[config.mk]
export PLATFORM = sky130hd
export DESIGN_NAME = taxel_scan_avg_flat
export DESIGN_NICKNAME = d
export VERILOG_FILES = /design/src/rtl/taxel_scan_avg_if.sv /design/src/rtl/taxel_scan_avg.sv /design/src/flat_wrapper.sv
export SDC_FILE = /design/constraint.sdc
export NUM_CORES = 1
export LEC_CHECK = 0
export CAP_MARGIN = 30
export CORE_ASPECT_RATIO = 0.75
export CORE_MARGIN = 3
export CORE_UTILIZATION = 45
export CTS_CLUSTER_DIAMETER = 80
export DETAILED_ROUTE_END_ITERATION = 8
export GPL_TIMING_DRIVEN = 0
export PLACE_DENSITY = 0.75
export SYNTH_ARGS = -nofsm -noshare
export SYNTH_HDL_FRONTEND = slang
export SYNTH_SLANG_ARGS = --single-unit
[constraint.sdc]
create_clock -name clk -period 3.4 [get_ports clk]
set_input_delay 0.85 -clock clk [delete_from_list [all_inputs] [get_ports clk]]
set_output_delay 0.85 -clock clk [all_outputs]
set_load 0.005 [all_outputs]
[src/rtl/taxel_scan_avg_if.sv]
// Result stream between the taxel scan averager and the frame buffer/UART stage.
// Ports: res_valid/chan/data/err (master->slave), res_ready (slave->master).
interface taxel_scan_avg_if #(
  parameter int CH_W = 4
);
  logic            res_valid_out;
  logic            res_ready_in;
  logic [CH_W-1:0] res_chan_out;
  logic [11:0]     res_data_out;
  logic            res_err_out;

  modport master (
    output res_valid_out,
    output res_chan_out,
    output res_data_out,
    output res_err_out,
    input  res_ready_in
  );

  modport slave (
    input  res_valid_out,
    input  res_chan_out,
    input  res_data_out,
    input  res_err_out,
    output res_ready_in
  );
endinterface

[src/rtl/taxel_scan_avg.sv]
// Taxel scan sequencer: steps the analog mux over NUM_CH channels, waits for
// settling, averages 2**AVG_LOG2 good reader samples per channel and streams
// one result per channel on res (valid/ready). Ports: clk, rst_n, start_in,
// sample_valid/error/data in, mux_sel/en, busy, frame_done, err_count, peak.
// Build option: define SCAN_PEAK_EN to track the per-frame peak result.
module taxel_scan_avg #(
  parameter int NUM_CH     = 16,
  parameter int CH_W       = 4,
  parameter int AVG_LOG2   = 2,
  parameter int SETTLE_CYC = 8,
  parameter int MAX_ERR    = 3
) (
  input  logic             clk,
  input  logic             rst_n,
  input  logic             start_in,
  input  logic             sample_valid_in,
  input  logic             sample_error_in,
  input  logic [11:0]      sample_in,
  output logic [CH_W-1:0]  mux_sel_out,
  output logic             mux_en_out,
  output logic             busy_out,
  taxel_scan_avg_if.master res,
  output logic             frame_done_out,
  output logic [7:0]       err_count_out,
  output logic [11:0]      peak_val_out,
  output logic [CH_W-1:0]  peak_chan_out
);

  localparam int AW = 12 + AVG_LOG2;
  localparam int NW = AVG_LOG2 + 1;
  localparam int EW = $clog2(MAX_ERR + 1);
  localparam int SW = $clog2(SETTLE_CYC + 1);

  localparam logic [NW-1:0]   N_LAST = NW'((1 << AVG_LOG2) - 1);
  localparam logic [EW-1:0]   E_LAST = EW'(MAX_ERR - 1);
  localparam logic [SW-1:0]   S_LAST = SW'(SETTLE_CYC - 1);
  localparam logic [CH_W-1:0] C_LAST = CH_W'(NUM_CH - 1);

  typedef enum logic [2:0] {
    S_IDLE, S_SETTLE, S_ACQ, S_OUT, S_DONE
  } state_t;

  state_t          state_q, state_d;
  logic [CH_W-1:0] chan_q, chan_d;
  logic [SW-1:0]   cnt_q, cnt_d;
  logic [AW-1:0]   acc_q, acc_d;
  logic [NW-1:0]   n_q, n_d;
  logic [EW-1:0]   errs_q, errs_d;
  logic [7:0]      err_cnt_q, err_cnt_d;
  logic            busy_q, busy_d;
  logic            done_q, done_d;
  logic            rv_q, rv_d;
  logic [CH_W-1:0] rch_q, rch_d;
  logic [11:0]     rdat_q, rdat_d;
  logic            rerr_q, rerr_d;

  logic [AW-1:0]   acc_sum;
  logic [11:0]     avg;

  assign acc_sum = acc_q + AW'(sample_in);
  assign avg     = 12'(acc_sum >> AVG_LOG2);

  always_comb begin
    state_d   = state_q;
    chan_d    = chan_q;
    cnt_d     = cnt_q;
    acc_d     = acc_q;
    n_d       = n_q;
    errs_d    = errs_q;
    err_cnt_d = err_cnt_q;
    busy_d    = busy_q;
    done_d    = 1'b0;
    rv_d      = rv_q;
    rch_d     = rch_q;
    rdat_d    = rdat_q;
    rerr_d    = rerr_q;

    // Every reader error counts, whatever the scan is doing.
    if (sample_valid_in && sample_error_in
        && err_cnt_q != 8'hFF)
      err_cnt_d = err_cnt_q + 8'd1;

    unique case (state_q)
      S_IDLE: begin
        if (start_in) begin
          state_d = S_SETTLE;
          chan_d  = '0;
          cnt_d   = '0;
          busy_d  = 1'b1;
        end
      end
      S_SETTLE: begin
        if (cnt_q == S_LAST) begin
          state_d = S_ACQ;
          acc_d   = '0;
          n_d     = '0;
          errs_d  = '0;
        end else begin
          cnt_d = cnt_q + SW'(1);
        end
      end
      S_ACQ: begin
        if (sample_valid_in) begin
          if (!sample_error_in) begin
            acc_d  = acc_sum;
            n_d    = n_q + NW'(1);
            errs_d = '0;
            if (n_q == N_LAST) begin
              state_d = S_OUT;
              rv_d    = 1'b1;
              rch_d   = chan_q;
              rdat_d  = avg;
              rerr_d  = 1'b0;
            end
          end else begin
            errs_d = errs_q + EW'(1);
            if (errs_q == E_LAST) begin
              state_d = S_OUT;
              rv_d    = 1'b1;
              rch_d   = chan_q;
              rdat_d  = 12'hFFF;
              rerr_d  = 1'b1;
            end
          end
        end
      end
      S_OUT: begin
        if (res.res_ready_in) begin
          rv_d = 1'b0;
          if (chan_q == C_LAST) begin
            state_d = S_DONE;
            busy_d  = 1'b0;
            done_d  = 1'b1;
          end else begin
            state_d = S_SETTLE;
            chan_d  = chan_q + CH_W'(1);
            cnt_d   = '0;
          end
        end
      end
      S_DONE: begin
        state_d = S_IDLE;
      end
      default: begin
        state_d = S_IDLE;
      end
    endcase
  end

  always_ff @(posedge clk or negedge rst_n) begin
    if (!rst_n) begin
      state_q   <= S_IDLE;
      chan_q    <= '0;
      cnt_q     <= '0;
      acc_q     <= '0;
      n_q       <= '0;
      errs_q    <= '0;
      err_cnt_q <= '0;
      busy_q    <= 1'b0;
      done_q    <= 1'b0;
      rv_q      <= 1'b0;
      rch_q     <= '0;
      rdat_q    <= '0;
      rerr_q    <= 1'b0;
    end else begin
      state_q   <= state_d;
      chan_q    <= chan_d;
      cnt_q     <= cnt_d;
      acc_q     <= acc_d;
      n_q       <= n_d;
      errs_q    <= errs_d;
      err_cnt_q <= err_cnt_d;
      busy_q    <= busy_d;
      done_q    <= done_d;
      rv_q      <= rv_d;
      rch_q     <= rch_d;
      rdat_q    <= rdat_d;
      rerr_q    <= rerr_d;
    end
  end

  assign mux_sel_out       = chan_q;
  assign mux_en_out        = busy_q;
  assign busy_out          = busy_q;
  assign frame_done_out    = done_q;
  assign err_count_out     = err_cnt_q;
  assign res.res_valid_out = rv_q;
  assign res.res_chan_out  = rch_q;
  assign res.res_data_out  = rdat_q;
  assign res.res_err_out   = rerr_q;

`ifdef SCAN_PEAK_EN
  logic            start_go, good_res, done_go;
  logic [11:0]     pk_run_q, pk_run_d;
  logic [CH_W-1:0] pk_rch_q, pk_rch_d;
  logic [11:0]     pk_val_q, pk_val_d;
  logic [CH_W-1:0] pk_ch_q, pk_ch_d;

  assign start_go = (state_q == S_IDLE) && start_in;
  assign good_res = (state_q == S_ACQ) && sample_valid_in
                    && !sample_error_in && (n_q == N_LAST);
  assign done_go  = (state_q == S_OUT) && res.res_ready_in
                    && (chan_q == C_LAST);

  always_comb begin
    pk_run_d = pk_run_q;
    pk_rch_d = pk_rch_q;
    pk_val_d = pk_val_q;
    pk_ch_d  = pk_ch_q;
    if (start_go) begin
      pk_run_d = '0;
      pk_rch_d = '0;
    end
    // Strict compare: channels ascend, so ties keep the lower one.
    if (good_res && avg > pk_run_q) begin
      pk_run_d = avg;
      pk_rch_d = chan_q;
    end
    if (done_go) begin
      pk_val_d = pk_run_q;
      pk_ch_d  = pk_rch_q;
    end
  end

  always_ff @(posedge clk or negedge rst_n) begin
    if (!rst_n) begin
      pk_run_q <= '0;
      pk_rch_q <= '0;
      pk_val_q <= '0;
      pk_ch_q  <= '0;
    end else begin
      pk_run_q <= pk_run_d;
      pk_rch_q <= pk_rch_d;
      pk_val_q <= pk_val_d;
      pk_ch_q  <= pk_ch_d;
    end
  end

  assign peak_val_out  = pk_val_q;
  assign peak_chan_out = pk_ch_q;
`else
  assign peak_val_out  = '0;
  assign peak_chan_out = '0;
`endif

endmodule

[src/flat_wrapper.sv]
// flat-port wrapper written by rule: the top's interface ports become plain ports
module taxel_scan_avg_flat 
#(
  parameter int NUM_CH     = 16,
  parameter int CH_W       = 4,
  parameter int AVG_LOG2   = 2,
  parameter int SETTLE_CYC = 8,
  parameter int MAX_ERR    = 3
)
  (clk, rst_n, start_in, sample_valid_in, sample_error_in, sample_in, mux_sel_out, mux_en_out, busy_out, frame_done_out, err_count_out, peak_val_out, peak_chan_out, res_res_valid_out, res_res_chan_out, res_res_data_out, res_res_err_out, res_res_ready_in);
  taxel_scan_avg_if #(.CH_W(CH_W)) res_i ();
  input  logic clk;
  input  logic rst_n;
  input  logic start_in;
  input  logic sample_valid_in;
  input  logic sample_error_in;
  input  logic [11:0] sample_in;
  output logic [CH_W-1:0] mux_sel_out;
  output logic mux_en_out;
  output logic busy_out;
  output logic frame_done_out;
  output logic [7:0] err_count_out;
  output logic [11:0] peak_val_out;
  output logic [CH_W-1:0] peak_chan_out;
  output wire logic [$bits(res_i.res_valid_out)-1:0] res_res_valid_out;
  output wire logic [$bits(res_i.res_chan_out)-1:0] res_res_chan_out;
  output wire logic [$bits(res_i.res_data_out)-1:0] res_res_data_out;
  output wire logic [$bits(res_i.res_err_out)-1:0] res_res_err_out;
  input wire logic [$bits(res_i.res_ready_in)-1:0] res_res_ready_in;
  assign res_res_valid_out = res_i.res_valid_out;
  assign res_res_chan_out = res_i.res_chan_out;
  assign res_res_data_out = res_i.res_data_out;
  assign res_res_err_out = res_i.res_err_out;
  assign res_i.res_ready_in = res_res_ready_in;
  taxel_scan_avg #(.NUM_CH(NUM_CH), .CH_W(CH_W), .AVG_LOG2(AVG_LOG2), .SETTLE_CYC(SETTLE_CYC), .MAX_ERR(MAX_ERR)) u_core (.clk(clk), .rst_n(rst_n), .start_in(start_in), .sample_valid_in(sample_valid_in), .sample_error_in(sample_error_in), .sample_in(sample_in), .mux_sel_out(mux_sel_out), .mux_en_out(mux_en_out), .busy_out(busy_out), .res(res_i), .frame_done_out(frame_done_out), .err_count_out(err_count_out), .peak_val_out(peak_val_out), .peak_chan_out(peak_chan_out));
endmodule
; ---- Word-level counts from Yosys, hierarchy flattened
; Cells that the tools add are included.
; Widths: inputs -> output; s select.
[totals]
register_bits = 58
inputBits = 18
output_inout_bits = 49
wordCells = 104
[classes]
n_addsub = 6
eq_ne = 19
muxes = 50
reduce_logical = 16
[ops]
columns = cell, n
row1 = $mux 14, 3
row2 = $mux 12, 3
row3 = $mux 4, 9
row4 = $mux 3, 11
row5 = $pmux 14 s2, 1
row6 = $reduce_and 4->1, 4
row7 = $add 14x12->14, 1
row8 = $mux 1, 13
row9 = $ne 2x2->1 const B, 6
row10 = $pmux 3 s4, 1
row11 = $pmux 4 s3, 1
row12 = $reduce_and 5->1, 2
row13 = $eq 3x2->1 const B, 3
row14 = $add 4x1->4 const B, 2
row15 = $add 8x1->8 const B, 1
row16 = $ne 8x8->1 const B, 1
row17 = $pmux 4 s2, 1
row18 = $reduce_bool 2->1, 4
row19 = $mux 2, 3
row20 = $ne 2x1->1 const B, 3
row21 = $ne 3x2->1 const B, 2
row22 = $pmux 3 s2, 1
row23 = $reduce_and 6->1, 1
row24 = $eq 4x3->1 const B, 1
row25 = 11 further kinds, 13

; ---- Depth between registers and ports, before layout
[logic_depth]
depth_word = 5
ltp_mapped = 9
mapped_depth_nobuf = 9

; ---- Worst setup path after synthesis
; OpenSTA, ideal clock, no wires.
[synth_path]
path_type = input-to-reg
start = input sample_in[0]
end = register u_core.rdat_q[10], in the netlist u_core.res.res_data_out[10]
setup_time_ps = 121
arrival_ps = 2361
t_required_ps = 3279
path_slack_ps = 918
cell_stages = 9
n_path_buf = 0
cell_sequence = ha_1 inv_1 fa_1 nand2b_1 a21oi_1 o21ai_1 a21oi_1 xor2_1 o22a_1
[synth_via]
elab_chain_cells = 3
[synth_lines]
columns = element, line_no
row1 = "start, declared", flat_wrapper.sv:17  ; input logic [11:0] sample_in;
row2 = $add 14x12->14, taxel_scan_avg.sv:60  ; assign acc_sum = acc_q + AW'(sample_in);
row3 = $mux 12, taxel_scan_avg.sv:108  ; if (n_q == N_LAST) begin
row4 = $mux 12, taxel_scan_avg.sv:104  ; if (!sample_error_in) begin
row5 = "end signal, assigned", taxel_scan_avg.sv:177  ; rdat_q <= rdat_d;
row6 = "end, declared", taxel_scan_avg.sv:54  ; logic [11:0] rdat_q, rdat_d;
; No other way between the ends. The select of a mux whose other input is x is not followed.
; A chain may end at the register's enable or synchronous reset.

; ---- Worst setup path after layout
; Ends and elaborated chain as after synthesis.

==> impl_results.md <==
- Setup ws final: 0.404 ns
- Clk_skew: 0.00600 ns
- Ant. Diodes: 0
- Worst-path cell chain: clkdlybuf4s50_1 -> ha_1 -> inv_1 -> fa_1 -> nand2b_1 -> a21oi_1 -> o21ai_1 -> a21oi_1 -> xor2_1 -> o22a_1
- WP data required: 3.62 ns
- Post-CTS Hold Fix Bufs: 0
- CTS resizes: 0
- Worst reg-to-reg path cell count: 9
- Rel. slew slack: 63.0%
- Pre-antenna DRT Iters: 4
- Hold Crit Endpoint: u_core.errs_q[0]$_DFFE_PN0P_
- RSZ-0062 raised after global routing: false
- Most common cell after layout, fill and taps aside: dfrtp_1
- Area grow syn2layout: 27.9%
- DP HPWL: 5220 um
- Final WL: 7010 um
- Crit path launch type: input pin
- Worst-margin pin slew: 0.555 ns
- Initial Utilization: 47.2%
- Worst setup EP type: register
- HP Class: register to register
- Number of post-CTS setup repair buffers: 0
- R2R Path End: u_core.res.res_data_out[10]$_DFFE_PN0P_
- Design area: 4190 um^2
- Synth top area cells: dfrtp_1, ha_1, buf_4
- Status: completed
- Flop pwr share: roughly 34%
- Max Root-Sink Buffers: 2
- Final ANT Viol Nets: 0
- Root Buffer: clkbuf_8
- Overall global routing resource usage: about 18%
- Max-cap viol count: 0
- Register area share after synthesis: 44.4%
- Mapped Avg Cell Area: 10.5 um^2
- Worst-path clk slew: 0.07 ns
- Leakage power: 1.94 nW
- Final setup violation count: 0
- Synth area leader: dfrtp_1
- Most used cell along the critical path: a21oi_1
- Reg-to-Reg Start: u_core.acc_q[0]$_DFFE_PN0P_
- Die H: around 80 um
- Slowest cell on crit path: clkdlybuf4s50_1
- Fin cells: between 400 and 500
- GRT overflow: 0
- Psw: 1.14 mW
- Period utilization: 88.1%
- Top-Level Pins: 67
- First-pass GRT wire length: between 10000 and 15000 um
- Pin count of the biggest net entering global routing: 37
- Max FO, Critical Path: 4
- Synthesis Warnings: 0
- Row count: 26
- Most frequent cells in the layout: dfrtp_1, clkdlybuf4s50_1, nand2_1
- Layout Nets: between 400 and 500
- Internal Power: 2.09 mW
- Drc violations: 0
- P per Cell Area: 771 nW/um^2
- Fmax: about 0.33 GHz
- Clk sinks: 58
- Post-synth ARST share: 100%
- Hold Violations, Final: 0
- Yosys reg bits: 58
- Post-place instance area: a little under 4000 um^2
- Pins over their slew limit: 0
- Vias: around 2600
- Die area: 8340 um^2
- Share of the synthesized area in the top cell type: 44.4%
- Clock Latency Late Sink: 0.33 ns
- Fillers: 599
- Crit path kind: input pin to register
- Sw Share: 35.3%
- Mapped Cells: ~310
- Flop-to-flop setup slack: ~1.1 ns
- Setup TNS: 0 ns
- CTS tree: done
- Prevailing post-synth register cell: dfrtp_1
- Vias per std cell: 5.21
- DIE WIDTH: ~100 um
- CP max stage delay: 0.47 ns
- Post-synth cell types: 55
- Iter 0 DRT Violations: 126
- Initial antenna violation count: 0
- Vias in the first global route: 2523
- Placed cell count: approximately 480
- Worst hold stages: 1
- Routability congestion estimate: between 0.8 and 0.9
- Fin crit period: around 3 ns
- Hold_sp: u_core.errs_q[0]$_DFFE_PN0P_
- Place WS: ~0.10 ns
- H-tree depth: 3
- Number of flops mapped to enable cells by yosys: 0
- Num CTS Buffers: 9
- Core area: 6930 um^2
- Gate power share: roughly 44%
- VDD IR max: 0.456 mV
- Wire per inst: 14.2 um
- Port Buffers: 50
- Layout cells sized above 1: between 15 and 20%
- Clk pwr share: 21.7%
- Mapped cell area: 3270 um^2
- Worst EP arrival: 3.22 ns
==> flip-flops by register name (all words and copies together) (netlist names) <==
| name | count |
|---|---|
| u_core.busy_out | 1 |
| u_core.err_count_out | 8 |
| u_core.res.res_data_out | 12 |
| u_core.res.res_valid_out | 1 |
| u_core.state_q | 3 |
| u_core.mux_sel_out | 4 |
| u_core.cnt_q | 4 |
| u_core.frame_done_out | 1 |
| u_core.res.res_err_out | 1 |
| u_core.errs_q | 2 |
| u_core.n_q | 3 |
| u_core.acc_q | 14 |
| u_core.res.res_chan_out | 4 |
==> per-layer routing <==
layer  wire (um)  global-route usage, %  vias up
met5           0                      0        -
met2        3140                   28.2       72
li1            -                      -     1250
met4          55                   4.78        0
met3         313                   5.09        7
met1        3510                   24.1     1236
==> power by group through the flow <==
stage	registers, mW	logic (mW)	clock network [mW]
2_1_floorplan	1.09	0.926	0
3_3_place_gp	1.11	1.38	0
3_5_place_dp	1.12	1.42	0
4_1_cts	1.11	1.42	0.717
5_1_grt	1.15	1.57	0.751
6_report	1.11	1.42	0.700
==> worst max-delay path by stage <==
stage	from	endpoint	slack [ns]	depth (start not counted)
6_report	sample_in[0]	u_core.res.res_data_out[10]$_DFFE_PN0P_	0.40	10
5_1_grt	sample_in[0]	u_core.res.res_data_out[10]$_DFFE_PN0P_	0.29	10
4_1_cts	sample_in[0]	u_core.res.res_data_out[10]$_DFFE_PN0P_	0.47	10
3_5_place_dp	sample_in[0]	u_core.res.res_data_out[10]$_DFFE_PN0P_	0.10	10
3_3_place_gp	rst_n	u_core.err_count_out[4]$_DFFE_PN0P_	-0.35	1
2_1_floorplan	sample_in[0]	u_core.res.res_data_out[10]$_DFFE_PN0P_	0.92	9
==> synthesized netlist by cell type (all sizes together) (8+ instances only) <==
cell and number:
buf 23, ha 18, o22a 11, dfrtp 58
a21oi 17, a22o 13, o21ai 20, mux2 8
nor2 15, xnor2 13, inv 12, nand2 26
==> worst max-delay path, delay by kind of cell <==
| family | cells | cell delay (ns) |
|---|---|---|
| adder cells (fa/ha/maj) | 2 | 0.56 |
| AO/OA/AOI/OAI | 4 | 0.99 |
| XOR/XNOR | 1 | 0.11 |
| buffers and inverters | 2 | 0.52 |
| AND/OR/NAND/NOR | 1 | 0.19 |
==> stage by stage <==
step	power, mW	hold WS, ns	utilization (%)
3_5_place_dp	2.53	0.474	57.2
5_1_grt	3.47	0.510	60.4
4_1_cts	3.25	0.484	60.4
6_report	3.23	0.480	60.4
3_3_place_gp	2.49	0.462	57.0
2_1_floorplan	2.02	0.441	-
==> kinds of logic (layout without fill, tap and decap cells) <==
| family | after synthesis | after routing | synth area share (%) |
|---|---|---|---|
| AOI/OAI and AO/OA | 85 | 85 | 19.2 |
| xor gates and xnor gates | 18 | 18 | 4.82 |
| adders and majority gates | 19 | 19 | 7.50 |
| buffers and inverters | 37 | 104 | 6.65 |
| DFF | 58 | 58 | 44.4 |
| muxes | 8 | 8 | 2.87 |
| other | 1 | 16 | 0.115 |
| and+or+nand+nor | 86 | 86 | 14.5 |
==> layout make-up <==
cell class	count	area, um^2	area share (%)
clock inverters	5	77.6	1.85
plain buffers	25	173	4.13
inverters	12	45.0	1.08
multi-input cells	232	1660	39.6
clock buffers	11	141	3.38
repair buffers	51	515	12.3
well taps	98	123	2.93
flip-flops and latches	58	1450	34.7
Note: power is estimated with default switching activity, not from simulation.
